File: config.mk
export PLATFORM = sky130hd
export DESIGN_NAME = uart_info_scheduler_flat
export DESIGN_NICKNAME = d
export VERILOG_FILES = /design/src/rtl/uart_info_scheduler_pkg.sv /design/src/rtl/uart_info_scheduler_if.sv /design/src/rtl/uart_info_scheduler_rr_arbiter.sv /design/src/rtl/uart_info_scheduler.sv /design/src/flat_wrapper.sv
export SDC_FILE = /design/constraint.sdc
export NUM_CORES = 1
export LEC_CHECK = 0
export ABC_AREA = 1
export CAP_MARGIN = 20
export CORE_MARGIN = 1.5
export CORE_UTILIZATION = 29
export CTS_CLUSTER_SIZE = 14
export DETAILED_ROUTE_END_ITERATION = 16
export PLACE_DENSITY = 0.6
export SYNTH_ARGS = -nofsm -noshare
export SYNTH_HDL_FRONTEND = slang
export SYNTH_SLANG_ARGS = --single-unit
File: constraint.sdc
create_clock -name clk -period 2.85 [get_ports clk]
set_clock_uncertainty 0.05 [all_clocks]
set_input_delay 0.7125 -clock clk [delete_from_list [all_inputs] [get_ports clk]]
set_output_delay 0.7125 -clock clk [all_outputs]
set_load 0.02 [all_outputs]
File: src/rtl/uart_info_scheduler_pkg.sv
// ============================================================================
// Module      : uart_info_scheduler_pkg
// Description : UART register-port types, offsets and scheduler FSM encoding.
// Revision    : 1.0 - initial release
// ============================================================================
`default_nettype none

package uart_info_scheduler_pkg;

  localparam int UART_DATA_WIDTH = 8;
  localparam int UART_ADDR_WIDTH = 4;
  localparam int UART_INFO_WIDTH = 64;

  typedef logic [UART_DATA_WIDTH-1:0] uart_t;
  typedef logic [UART_ADDR_WIDTH-1:0] addr_t;
  typedef logic [UART_INFO_WIDTH-1:0] UartInfo;

  localparam addr_t DATA_REG_OFFSET  = addr_t'(0);
  localparam addr_t STATE_REG_OFFSET = addr_t'(1);

  localparam int UART_INFO_BYTES   = UART_INFO_WIDTH / UART_DATA_WIDTH;
  localparam int TX_READY_BIT_DFLT = 0;

  typedef enum logic [1:0] {
    IDLE  = 2'd0,
    POLL  = 2'd1,
    WRITE = 2'd2
  } uart_sched_state_t;

endpackage

`default_nettype wire

File: src/rtl/uart_info_scheduler_if.sv
// ============================================================================
// Module      : uart_info_scheduler_if
// Description : Single-master register bus toward the UART MMIO slave.
// Revision    : 1.0 - initial release
// ============================================================================
`default_nettype none

interface uart_info_scheduler_if
  import uart_info_scheduler_pkg::*;
();

  logic  uart_req;
  logic  uart_we;
  addr_t uart_addr;
  uart_t uart_wdata;
  logic  uart_ack;
  uart_t uart_rdata;

  modport master (
    output uart_req,
    output uart_we,
    output uart_addr,
    output uart_wdata,
    input  uart_ack,
    input  uart_rdata
  );

  modport slave (
    input  uart_req,
    input  uart_we,
    input  uart_addr,
    input  uart_wdata,
    output uart_ack,
    output uart_rdata
  );

endinterface

`default_nettype wire

File: src/rtl/uart_info_scheduler_rr_arbiter.sv
// ============================================================================
// Module      : uart_rr_arbiter
// Description : Combinational round-robin pick: first request at/after ptr_i.
// Revision    : 1.0 - initial release
// ============================================================================
`default_nettype none

module uart_rr_arbiter #(
  parameter int NREQ = 2
) (
  input  logic [NREQ-1:0]         req_i,
  input  logic [$clog2(NREQ)-1:0] ptr_i,
  input  logic                    en_i,
  output logic [NREQ-1:0]         gnt_o,
  output logic [$clog2(NREQ)-1:0] idx_o
);

  localparam int IDW = $clog2(NREQ);
  localparam int CW  = IDW + 1;

  logic [CW-1:0] cand;
  logic          found;

  // ptr_i + i < 2*NREQ always fits in CW bits, so one subtract wraps it.
  always_comb begin
    gnt_o = '0;
    idx_o = '0;
    cand  = '0;
    found = 1'b0;
    if (en_i) begin
      for (int i = 0; i < NREQ; i++) begin
        cand = {1'b0, ptr_i} + CW'(i);
        if (cand >= CW'(NREQ)) begin
          cand = cand - CW'(NREQ);
        end
        if (!found && req_i[cand[IDW-1:0]]) begin
          found                 = 1'b1;
          gnt_o[cand[IDW-1:0]]  = 1'b1;
          idx_o                 = cand[IDW-1:0];
        end
      end
    end
  end

endmodule

`default_nettype wire

File: src/rtl/uart_info_scheduler.sv
// ============================================================================
// Module      : uart_info_scheduler
// Description : Arbitrates 64-bit info words and streams them LSB-first to UART.
// Revision    : 1.0 - initial release
// ============================================================================
`default_nettype none

module uart_info_scheduler
  import uart_info_scheduler_pkg::*;
#(
  parameter int NREQ         = 2,
  parameter int TX_READY_BIT = TX_READY_BIT_DFLT
) (
  input  logic                       clk,
  input  logic                       rst,
  input  logic [NREQ-1:0]            req_valid_i,
  input  UartInfo [NREQ-1:0]         req_info_i,
  output logic [NREQ-1:0]            req_ready_o,
  output logic                       done_o,
  output logic [$clog2(NREQ)-1:0]    done_id_o,
  output logic                       busy_o,
  uart_info_scheduler_if.master      uart
);

  localparam int IDW = $clog2(NREQ);

  uart_sched_state_t state_q, state_d;
  logic [IDW-1:0]    ptr_q, ptr_d;
  logic [IDW-1:0]    id_q, id_d;
  logic [2:0]        cnt_q, cnt_d;
  UartInfo           shift_q, shift_d;

  logic [NREQ-1:0]   gnt;
  logic [IDW-1:0]    gnt_idx;
  logic              arb_en;

  assign arb_en = (state_q == IDLE);

  uart_rr_arbiter #(
    .NREQ (NREQ)
  ) u_arb (
    .req_i (req_valid_i),
    .ptr_i (ptr_q),
    .en_i  (arb_en),
    .gnt_o (gnt),
    .idx_o (gnt_idx)
  );

  always_ff @(posedge clk or posedge rst) begin
    if (rst) begin
      state_q <= IDLE;
      ptr_q   <= '0;
      id_q    <= '0;
      cnt_q   <= '0;
      shift_q <= '0;
    end else begin
      state_q <= state_d;
      ptr_q   <= ptr_d;
      id_q    <= id_d;
      cnt_q   <= cnt_d;
      shift_q <= shift_d;
    end
  end

  // Bus outputs depend only on registered state, so they hold until uart_ack.
  always_comb begin
    state_d         = state_q;
    ptr_d           = ptr_q;
    id_d            = id_q;
    cnt_d           = cnt_q;
    shift_d         = shift_q;
    req_ready_o     = '0;
    done_o          = 1'b0;
    uart.uart_req   = 1'b0;
    uart.uart_we    = 1'b0;
    uart.uart_addr  = '0;
    uart.uart_wdata = '0;

    case (state_q)
      IDLE: begin
        if (|gnt) begin
          req_ready_o = gnt;
          shift_d     = req_info_i[gnt_idx];
          id_d        = gnt_idx;
          cnt_d       = '0;
          ptr_d       = (gnt_idx == IDW'(NREQ - 1)) ? '0 : gnt_idx + 1'b1;
          state_d     = POLL;
        end
      end
      POLL: begin
        uart.uart_req  = 1'b1;
        uart.uart_addr = STATE_REG_OFFSET;
        if (uart.uart_ack && uart.uart_rdata[TX_READY_BIT]) begin
          state_d = WRITE;
        end
      end
      WRITE: begin
        uart.uart_req   = 1'b1;
        uart.uart_we    = 1'b1;
        uart.uart_addr  = DATA_REG_OFFSET;
        uart.uart_wdata = shift_q[UART_DATA_WIDTH-1:0];
        if (uart.uart_ack) begin
          shift_d = shift_q >> UART_DATA_WIDTH;
          cnt_d   = cnt_q + 3'd1;
          if (cnt_q == 3'(UART_INFO_BYTES - 1)) begin
            done_o  = 1'b1;
            state_d = IDLE;
          end else begin
            state_d = POLL;
          end
        end
      end
      default: begin
        state_d = IDLE;
      end
    endcase
  end

  assign done_id_o = id_q;
  assign busy_o    = (state_q != IDLE);

endmodule

`default_nettype wire
File: src/flat_wrapper.sv
// flat-port wrapper written by rule: the top's interface ports become plain ports
module uart_info_scheduler_flat import uart_info_scheduler_pkg::*;
#(
  parameter int NREQ         = 2,
  parameter int TX_READY_BIT = TX_READY_BIT_DFLT
)
  (clk, rst, req_valid_i, req_info_i, req_ready_o, done_o, done_id_o, busy_o, uart_uart_req, uart_uart_we, uart_uart_addr, uart_uart_wdata, uart_uart_ack, uart_uart_rdata);
  uart_info_scheduler_if uart_i ();
  input  logic clk;
  input  logic rst;
  input  logic [NREQ-1:0] req_valid_i;
  input  UartInfo [NREQ-1:0] req_info_i;
  output logic [NREQ-1:0] req_ready_o;
  output logic done_o;
  output logic [$clog2(NREQ)-1:0] done_id_o;
  output logic busy_o;
  output wire logic [$bits(uart_i.uart_req)-1:0] uart_uart_req;
  output wire logic [$bits(uart_i.uart_we)-1:0] uart_uart_we;
  output wire logic [$bits(uart_i.uart_addr)-1:0] uart_uart_addr;
  output wire logic [$bits(uart_i.uart_wdata)-1:0] uart_uart_wdata;
  input wire logic [$bits(uart_i.uart_ack)-1:0] uart_uart_ack;
  input wire logic [$bits(uart_i.uart_rdata)-1:0] uart_uart_rdata;
  assign uart_uart_req = uart_i.uart_req;
  assign uart_uart_we = uart_i.uart_we;
  assign uart_uart_addr = uart_i.uart_addr;
  assign uart_uart_wdata = uart_i.uart_wdata;
  assign uart_i.uart_ack = uart_uart_ack;
  assign uart_i.uart_rdata = uart_uart_rdata;
  uart_info_scheduler #(.NREQ(NREQ), .TX_READY_BIT(TX_READY_BIT)) u_core (.clk(clk), .rst(rst), .req_valid_i(req_valid_i), .req_info_i(req_info_i), .req_ready_o(req_ready_o), .done_o(done_o), .done_id_o(done_id_o), .busy_o(busy_o), .uart(uart_i));
endmodule
==> run_results.csv, run 1 <==
group,metric,value,unit
status,status,"finished, final reports clean",
cells_and_area,multi_input_area,2280,sq um
drt,via_count,4427,
cts,ctsHtreeMaxLevel,3,
yosys,syn-instance-count,629,
floorplan,io_pins,160,
timing,hold_viol,0,
drt,first_pass_iters,4,
floorplan,rows,44,
flow_run,drv_cap,0,
global_routing,grt_max_degree,75,
global_routing,antenna_found_initial,0,
cts,cts_tree,"done",
cells_and_area,fillers,1485,
timing,rsz0062_at_grt,"false",
drt,routedWlPerCell,13.6,um
yosys,ys_ff_latch,71,
yosys,yosys.area.top_type,"dfrtp_1",
cells_and_area,syn_to_final_growth,42.7,%
critical_path,crit_path_end_kind,"output port",
critical_path,start_kind,"register",
yosys,synth_edf_count,0,
timing,finalWorstSetupSlack,0.121,ns
yosys,syn_avg_cell_area,7.02,sq um
placement,routabilityCongestion,0.754,
cts,insertion_delay,0.33,ns
placement,dp_hpwl,9030,um
cts,clockBufferDepth,2,
critical_path,cp.arrival,1.97,ns
floorplan,die_y,126,um
floorplan,coreArea,14700,sq um
placement,dp_slack,0.00545,ns
hold_path,hp-class,"register to register",
floorplan,die_w,126,um
cts,numCtsBuffers,9,
timing,setup_viol,0,
drt,via_per_inst,4.70,
floorplan,initial_core_util,0.300,
critical_path,cp_slowest_stage_delay,0.60,ns
power,p_per_area,930,nW/um^2
yosys,synth.most_common_cell,"nand2_1",
yosys,synthTopCellsByCount,"nand2_1 (211), nand3_1 (177), dfrtp_1 (71)",
timing,period_needed,2.73,ns
cells_and_area,drive_gt1_frac,0.128,
yosys,yosysTopAreaCellShare,0.403,
critical_path,crit_type,"register to output port",
cells_and_area,register_area,1780,sq um
global_routing,grt_pass1_wl,21500,um
timing,max_slew_margin,0.543,
yosys,synth_cell_type_count,19,
cts,postCtsSetupBuffers,0,
yosys,ys_seq_area_frac,0.403,
global_routing,grt_pass1_vias,4510,
drt,drt-initial-drc-count,238,
yosys,synth_flop_cell,"dfrtp_1",
timing,fmax,366,MHz
timing,post-route-period-util,0.957,
drt,drc,0,
yosys,synth_area,4410,sq um
power,finalPower,5.85,mW
cts,postCtsHoldBufs,0,
cts,cts_sinks,71,
critical_path,cp_slowest_cell,"clkdlybuf4s50_1",
critical_path,critPathMaxFanout,10,
yosys,ys_top_cells_by_area,"dfrtp_1 (40%), nand3_1 (20%), nand2_1 (18%), or2_2 (8.2%), buf_4 (2.7%)",
critical_path,required,2.09,ns
global_routing,grt-ovfl-total,0,
critical_path,cp_cell_sequence,"inv_1 -> ha_2 -> buf_4 -> clkdlybuf4s50_1",
global_routing,grt_usage,0.165,
placement,io_buffers,149,
floorplan,dieArea,16000,sq um
cells_and_area,antenna_cells,0,
cts,clk_root_buffer_cell,"clkbuf_16",
yosys,async_flop_share,1.00,
power,vdd_ir_drop_max,0.000431,V
yosys,ys_warn_count,0,
power,leakagePower,3.09,nW
cts,clk_pin_slew,0.06,ns
cells_and_area,final_nets,899,
drt,ant_nets,0,
timing,tns,0,ns
timing,worstMarginPinSlew,0.686,ns
timing,drv_slew,0,
drt,routed_wl,12800,um
[sequential cells by signal, indices dropped and copies added, names as in the netlist]
name / count
u_core.ptr_q: 1
u_core.shift_q: 64
u_core.cnt_q: 3
u_core.state_q: 2
u_core.done_id_o: 1
[report_power, final]
group	internal, mW	total [mW]	switching (mW)	leakage [nW]
clock network	0.635	1.06	0.421	0.142
registers	1.52	1.77	0.248	0.877
logic	1.21	3.03	1.82	2.07
total	3.36	5.85	2.49	3.09
[path summary, 6_finish.rpt]
kind / start / to / slack [ns] / cells after the start
min in group asynchronous: rst / u_core.shift_q[55] / 0.69 / 2
hold / removal: u_core.shift_q[34] / u_core.shift_q[34] / 0.42 / 2
setup reg to reg: u_core.state_q[0] / u_core.shift_q[15] / 0.57 / 11
setup / recovery: u_core.state_q[0] / uart_uart_we / 0.12 / 4
hold reg to reg: u_core.shift_q[34] / u_core.shift_q[34] / 0.42 / 2
max in group asynchronous: rst / u_core.shift_q[7] / 1.49 / 3
[cell families after synthesis]
| family | share of synthesized area |
|---|---|
| buffers and inverters | 0.0868 |
| flip-flops | 0.403 |
| other | 0.000850 |
| AO/OA/AOI/OAI | 0.0204 |
| adder cells (fa/ha/maj) | 0.0170 |
| AND/OR/NAND/NOR | 0.472 |
[through the flow]
stage | instance area (sq um) | instances | hold slack (ns) | util
finish | 6300 | 941 | 0.423 | 0.428
detailed placement | 6010 | 925 | 0.410 | 0.409
floorplan | 4420 | 631 | 0.392 | -
CTS | 6290 | 941 | 0.426 | 0.428
global placement | 6010 | 925 | 0.405 | 0.409
global route | 6300 | 941 | 0.442 | 0.428
[worst max-delay path, delay by kind of cell, from the launching register on]
kind       cells  cell delay [ns]
flops          1             0.42
buf+inv        3             0.90
fa+ha+maj      1             0.32
[timing repair]
action	4_1_cts	5_1_grt
pin swaps	0	0
endpoints found under the setup margin	2	1
gates resized for setup	2	2
[final cells by class]
| cell class | count | share of cell area |
|---|---|---|
| timing repair buffer | 162 | 0.258 |
| sequential | 71 | 0.282 |
| inverter | 27 | 0.0165 |
| clock inverter | 5 | 0.00497 |
| clock buffer | 11 | 0.0401 |
| tap | 184 | 0.0366 |
| multi-input combinational | 481 | 0.361 |
[cells in the final DEF (no fill, tap or decap), types with 5 or more instances in the layout]
cell	count
dfrtp_1	71
clkinv_2	5
buf_4	11
clkdlybuf4s50_1	146
nand2_1	209
inv_1	23
or2_2	58
nand3_1	177
o21ai_0	9
clkbuf_16	9
a21oi_1	6
nor2_1	5
[metal layers]
metal	wire length [um]	global-route usage	up-vias
met2	6150	0.282	99
met4	129	0.0446	0
met5	0	0	-
met1	5970	0.214	2047
met3	505	0.0321	13
li1	-	-	2268
(Power assumes the default switching activity.)
==> inputs of run 2 (changes only) <==
--- a/config.mk
+++ b/config.mk
@@ -5,13 +5,12 @@
 export SDC_FILE = /design/constraint.sdc
 export NUM_CORES = 1
 export LEC_CHECK = 0
-export ABC_AREA = 1
 export CAP_MARGIN = 20
 export CORE_MARGIN = 1.5
-export CORE_UTILIZATION = 29
+export CORE_UTILIZATION = 40
 export CTS_CLUSTER_SIZE = 14
 export DETAILED_ROUTE_END_ITERATION = 16
-export PLACE_DENSITY = 0.6
+export PLACE_DENSITY = 0.77
 export SYNTH_ARGS = -nofsm -noshare
 export SYNTH_HDL_FRONTEND = slang
 export SYNTH_SLANG_ARGS = --single-unit
==> run 2 against run 1 <==
Effect of this change: critical path depth fell by 1; count of clock-buffer cells in the layout shrank 1; via count shrank 19%; fmax hardly changed; clock power shrank 18%; power is 1.7% higher; sequential share of layout area up 0.96 points; sequential power rose by 2%; largest power group unchanged.
==> run_results.csv, run 2 <==
group,metric,value,unit
timing,finalWorstSetupSlack,0.121,ns
power,p_per_area,978,nW/um^2
yosys,synth_mux_area_frac,0.151,
power,finalPower,5.96,mW
timing,hold_viol,0,
yosys,synth_area,4310,sq um
cts,ctsHtreeMaxLevel,3,
critical_path,critPathMostFrequentCell,"clkdlybuf4s50_1",
critical_path,cp.arrival,1.97,ns
cells_and_area,top_register,"u_core.shift_q",
yosys,synth_edf_count,0,
power,leakagePower,2.50,nW
cts,numCtsBuffers,9,
drt,wl_met1,4690,um
drt,via_count,3574,
drt,ant_nets,0,
yosys,synthSimpleGateAreaFrac,0.147,
critical_path,cp_cell_sequence,"clkdlybuf4s50_1 -> and3_1 -> clkdlybuf4s50_1",
yosys,syn_avg_cell_area,10.6,sq um
timing,max_slew_margin,0.614,
floorplan,die_w,107,um
timing,worstMarginPinSlew,0.580,ns
placement,dp_slack,-0.0305,ns
drt,drc,0,
cells_and_area,largest_register_ffs,64,
drt,highest_layer,"met4",
cells_and_area,final_common_cell,"clkdlybuf4s50_1",
placement,routabilityCongestion,0.741,
flow_run,drv_cap,0,
critical_path,start_kind,"primary input",
global_routing,grt_usage,0.201,
global_routing,grt_pass1_vias,3732,
cells_and_area,syn_to_final_growth,41.2,%
cts,clk_root_buffer_cell,"clkbuf_8",
yosys,synth.most_common_cell,"dfrtp_1",
yosys,ys_seq_area_frac,0.412,
critical_path,cp_slowest_stage_delay,0.61,ns
cells_and_area,reg.largest.list,"u_core.shift_q (64), u_core.cnt_q (3), u_core.state_q (2)",
global_routing,antenna_found_initial,0,
global_routing,grt_pass1_wl,18100,um
cells_and_area,final_nets,691,
timing,drv_slew,0,
yosys,synth_flop_cell,"dfrtp_1",
cts,clockBufferDepth,2,
drt,wl_met3,660,um
yosys,synth-adder-area-share,0.0174,
cells_and_area,drive_gt1_frac,0.166,
critical_path,crit_path_end_kind,"output port",
floorplan,io_pins,160,
floorplan,coreArea,10400,sq um
cts,clk_pin_slew,0.07,ns
critical_path,required,2.09,ns
yosys,syn-instance-count,405,
cts,cts_sinks,71,
global_routing,grt_max_degree,68,
cells_and_area,antenna_cells,0,
drt,drt-initial-drc-count,144,
floorplan,initial_core_util,0.416,
cells_and_area,layout_common_cells,"clkdlybuf4s50_1 (147), dfrtp_1 (71), nand2_1 (69)",
cts,postCtsHoldBufs,0,
cts,insertion_delay,0.34,ns
cts,cts_tree,"done",
hold_path,hp-class,"register to register",
power,vdd_ir_drop_max,0.000589,V
drt,via_per_inst,5.22,
timing,period_needed,2.73,ns
drt,routedWlPerCell,16.3,um
yosys,yosysTopAreaCellShare,0.412,
timing,post-route-period-util,0.957,
yosys,synth_cell_type_count,29,
critical_path,critPathMaxFanout,2,
critical_path,cp_slowest_cell,"clkdlybuf4s50_1",
floorplan,dieArea,11400,sq um
yosys,synth_top_family_by_area,"compound AO/OA/AOI/OAI gates",
timing,fmax,366,MHz
yosys,async_flop_share,1.00,
critical_path,crit_type,"primary input to output port",
placement,io_buffers,149,
timing,setup_viol,0,
floorplan,die_y,107,um
yosys,synth_compound_area_frac,0.187,
yosys,ys_warn_count,0,
global_routing,grt-ovfl-total,0,
floorplan,rows,37,
yosys,synthTopCellsByCount,"dfrtp_1 (71), nand2_1 (69), mux2i_1 (64)",
yosys,ys_ff_latch,71,
yosys,synth-xor-area-share,0,
yosys,ys_top_cells_by_area,"dfrtp_1 (41%), o211ai_2 (15%), mux2i_1 (15%), nand3_1 (6.5%), nand2_1 (6.0%)",
status,status,"finished, final reports clean",
timing,rsz0062_at_grt,"false",
yosys,yosys.area.top_type,"dfrtp_1",
drt,wl_met2,5730,um
placement,dp_hpwl,8160,um
drt,routed_wl,11200,um
drt,first_pass_iters,4,
## run 2: cell types whose count changed after synthesis, sizes merged, moves of 4 or more
cell,change
and2,+8
buf,-9
clkbuf,-4
inv,-19
mux2i,+64
nand2,-142
nand3,-121
nor2,-5
o211ai,+57
or2,-61
## run 2: power breakdown
| group | internal (mW) | total [mW] | leakage, nW | switching [mW] |
|---|---|---|---|---|
| clock network | 0.490 | 0.871 | 0.102 | 0.381 |
| logic | 1.45 | 3.28 | 1.52 | 1.83 |
| registers | 1.51 | 1.81 | 0.881 | 0.293 |
| total | 3.45 | 5.96 | 2.50 | 2.50 |
## run 2: worst max-delay path, delay by kind of cell
kind	cells	cell delay (ns)
simple gates	1	0.17
buf+inv	2	1.09
## run 2: logic make-up after synthesis
| kind of cell | Yosys count |
|---|---|
| buffers and inverters | 47 |
| multiplexers | 65 |
| other | 1 |
| adder cells (fa/ha/maj) | 6 |
| AND/OR/NAND/NOR | 139 |
| AO/OA/AOI/OAI | 76 |
| flip-flops | 71 |
## run 2: timing repair
action,4_1_cts,5_1_grt
endpoints found under the setup margin,11,2
gates resized for setup,4,0
setup buffers,0,1
cloned,0,0
## run 2: through the flow
stage | TNS [ns] | util | hold WS [ns] | instance area, sq um | instances
2_1_floorplan | 0 | - | 0.399 | 4320 | 407
3_5_place_dp | -0.123 | 0.565 | 0.420 | 5860 | 668
5_1_grt | 0 | 0.587 | 0.465 | 6090 | 685
6_report | 0 | 0.587 | 0.441 | 6090 | 685
3_3_place_gp | -0.0114 | 0.565 | 0.412 | 5860 | 668
4_1_cts | 0 | 0.587 | 0.442 | 6080 | 684
## run 2: final cells by class
type / instances / area, sq um
Clock buffer: 10 / 128
Inverter: 8 / 31.3
Multi-Input combinational cell: 289 / 2210
Timing Repair Buffer: 165 / 1680
Sequential cell: 71 / 1780
Tap cell: 136 / 170
Clock inverter: 6 / 85.1
Fill cell: 918 / 4280
## run 2: metal layers
metal	vias to the layer above	global-route usage
met5	-	0
met4	0	0.0457
met3	13	0.0468
met2	114	0.356
met1	1726	0.248
li1	1721	-
## run 2: path summary, 6_finish.rpt
path	from	endpoint	slack, ns	depth (start not counted)
min	u_core.shift_q[56]	u_core.shift_q[56]	0.44	2
max reg2reg	u_core.state_q[0]	u_core.shift_q[55]	0.33	8
min reg2reg	u_core.shift_q[56]	u_core.shift_q[56]	0.44	2
min in group asynchronous	rst	u_core.shift_q[62]	0.62	2
max	uart_uart_ack	done_o	0.12	3
max in group asynchronous	rst	u_core.shift_q[39]	1.53	3
==> inputs of run 3 (changes only) <==
--- a/config.mk
+++ b/config.mk
@@ -5,7 +5,7 @@
 export SDC_FILE = /design/constraint.sdc
 export NUM_CORES = 1
 export LEC_CHECK = 0
-export CAP_MARGIN = 20
+export CAP_MARGIN = 30
 export CORE_MARGIN = 1.5
 export CORE_UTILIZATION = 40
 export CTS_CLUSTER_SIZE = 14
==> results of run 3 <==
Final layout, timing and power as in run 2 (identical DEF).
==> patch (flow settings as in run 1) <==
Re-encode `uart_sched_state_t` (3 states) as one-hot, 3 bits wide.
--- a/src/rtl/uart_info_scheduler_pkg.sv
+++ b/src/rtl/uart_info_scheduler_pkg.sv
@@ -22,8 +22,8 @@
   localparam int TX_READY_BIT_DFLT = 0;
 
-  typedef enum logic [1:0] {
-    IDLE  = 2'd0,
-    POLL  = 2'd1,
-    WRITE = 2'd2
+  typedef enum logic [2:0] {
+    IDLE  = 3'b001,
+    POLL  = 3'b010,
+    WRITE = 3'b100
   } uart_sched_state_t;
 
Behaviour: same outputs for any inputs over 10 cycles, from zero or initial values and one cycle with rst high; not proved beyond that.
==> patch against run 1 <==
  * Final area rose by 1.4%
  * Largest power group unchanged
  * Routed wire length rose by 3.4%
  * Sequential cell count rose by 1
  * Synthesized area barely moved
  * Worst setup slack got worse by 0.0072 ns
  * Power rose by 3.2%
  * Critical endpoint unchanged
  * Count of clock-buffer cells in the layout rose by 1
==> patch: results (changes against run 1) <==
CP startpoint: u_core.state_q[0] (unchanged)
clock share of power: 0.205 (was 0.180)
hold path startpoint: u_core.shift_q[23] (was u_core.shift_q[34])
Cells after DPL: 936 (was 925)
sequential-to-total area share from yosys stat: 0.409 (was 0.403)
P_sw: 0.00256 W (was 0.00249 W)
Compound-Gate Fraction of Synth Area: 0.00936 (was 0.0204)
Hold Path End: u_core.shift_q[23] (was u_core.shift_q[34])
status: finished, final reports clean (unchanged)
DRT met1 WL: 6550 um (was 5970 um)
list of most frequent post-synthesis cells: nand2_1 (226), nand3_1 (181), dfrtp_1 (71) (was nand2_1 (211), nand3_1 (177), dfrtp_1 (71))
peak supply drop: 0.585 mV (was 0.431 mV)
largest net degree at the start of global routing: 66 (was 75)
total global-route track usage: 0.166 (was 0.165)
FFs w/ async S/R, synth: 1.00 (unchanged)
wire length on met3: 592 um (was 505 um)
HPWL after DPL: 8790 um (was 9030 um)
CP Max Fanout: 18 (was 10)
Placement Setup Slack: -0.0380 ns (was 0.00545 ns)
Leak: 3.12 nW (was 3.09 nW)
Final Non-Filler Cells: 953 (was 941)
Synth area leaders: dfrtp_1 (40%), nand3_1 (21%), nand2_1 (19%), or2_2 (7.9%), buf_2 (2.5%) (was dfrtp_1 (40%), nand3_1 (20%), nand2_1 (18%), or2_2 (8.2%), buf_4 (2.7%))
reg2reg end: u_core.shift_q[24] (was u_core.shift_q[15])
final hold slack: 0.422 ns (was 0.423 ns)
P_clk: 0.00124 W (was 0.00106 W)
Worst Reg-to-Reg Cells: 10 (was 11)
post-synth cell types: 23 (was 19)
final period utilization: 0.960 (was 0.957)
crit path to: uart_uart_we (unchanged)
H-Tree Depth: 3 (unchanged)
share of post-route cells with drive strength above 1: 0.129 (was 0.128)
vias per inst: 4.59 (was 4.70)
initial DRC count: 203 (was 238)
routed len/inst: 13.8 um (was 13.6 um)
first-pass GRT wire length: 21100 um (was 21500 um)
Synth Area in Adders: 0.00567 (was 0.0170)
-- patch: cell count changes in the layout (fill, tap and decap cells not counted), moves of 3 or more --
cell	change
clkinv_2	-4
nand2_1	+16
buf_4	+3
nor2_1	+6
a21oi_1	-3
nand3_1	+4
inv_1	-5
o21ai_0	-6
-- patch: layout make-up --
type                    count  area (um^2)
clock buffers              12          256
clock inverters             4         76.3
fillers                  1517         8320
inverters                  22         83.8
multi-input cells         494         2290
flip-flops and latches     72         1800
well taps                 184          230
repair buffers            165         1640
-- patch: what timing repair did --
item	in CTS	in global routing
pin swaps	1	1
cloned	0	1
gates resized for setup	2	2
endpoints found under the hold margin	0	0
setup endpoints to repair	3	11
-- patch: kinds of logic (layout without fill, tap and decap cells) --
group           after synthesis  after routing
compound gates                8              8
buf+inv                      72            203
simple gates                480            481
flops                        72             72
other cells                   1              3
fa+ha+maj                     2              2
-- patch: metal layers --
metal,track usage,up-vias
met5,0,-
met4,0.0561,0
met3,0.0304,13
met2,0.259,115
met1,0.232,1952
li1,-,2293
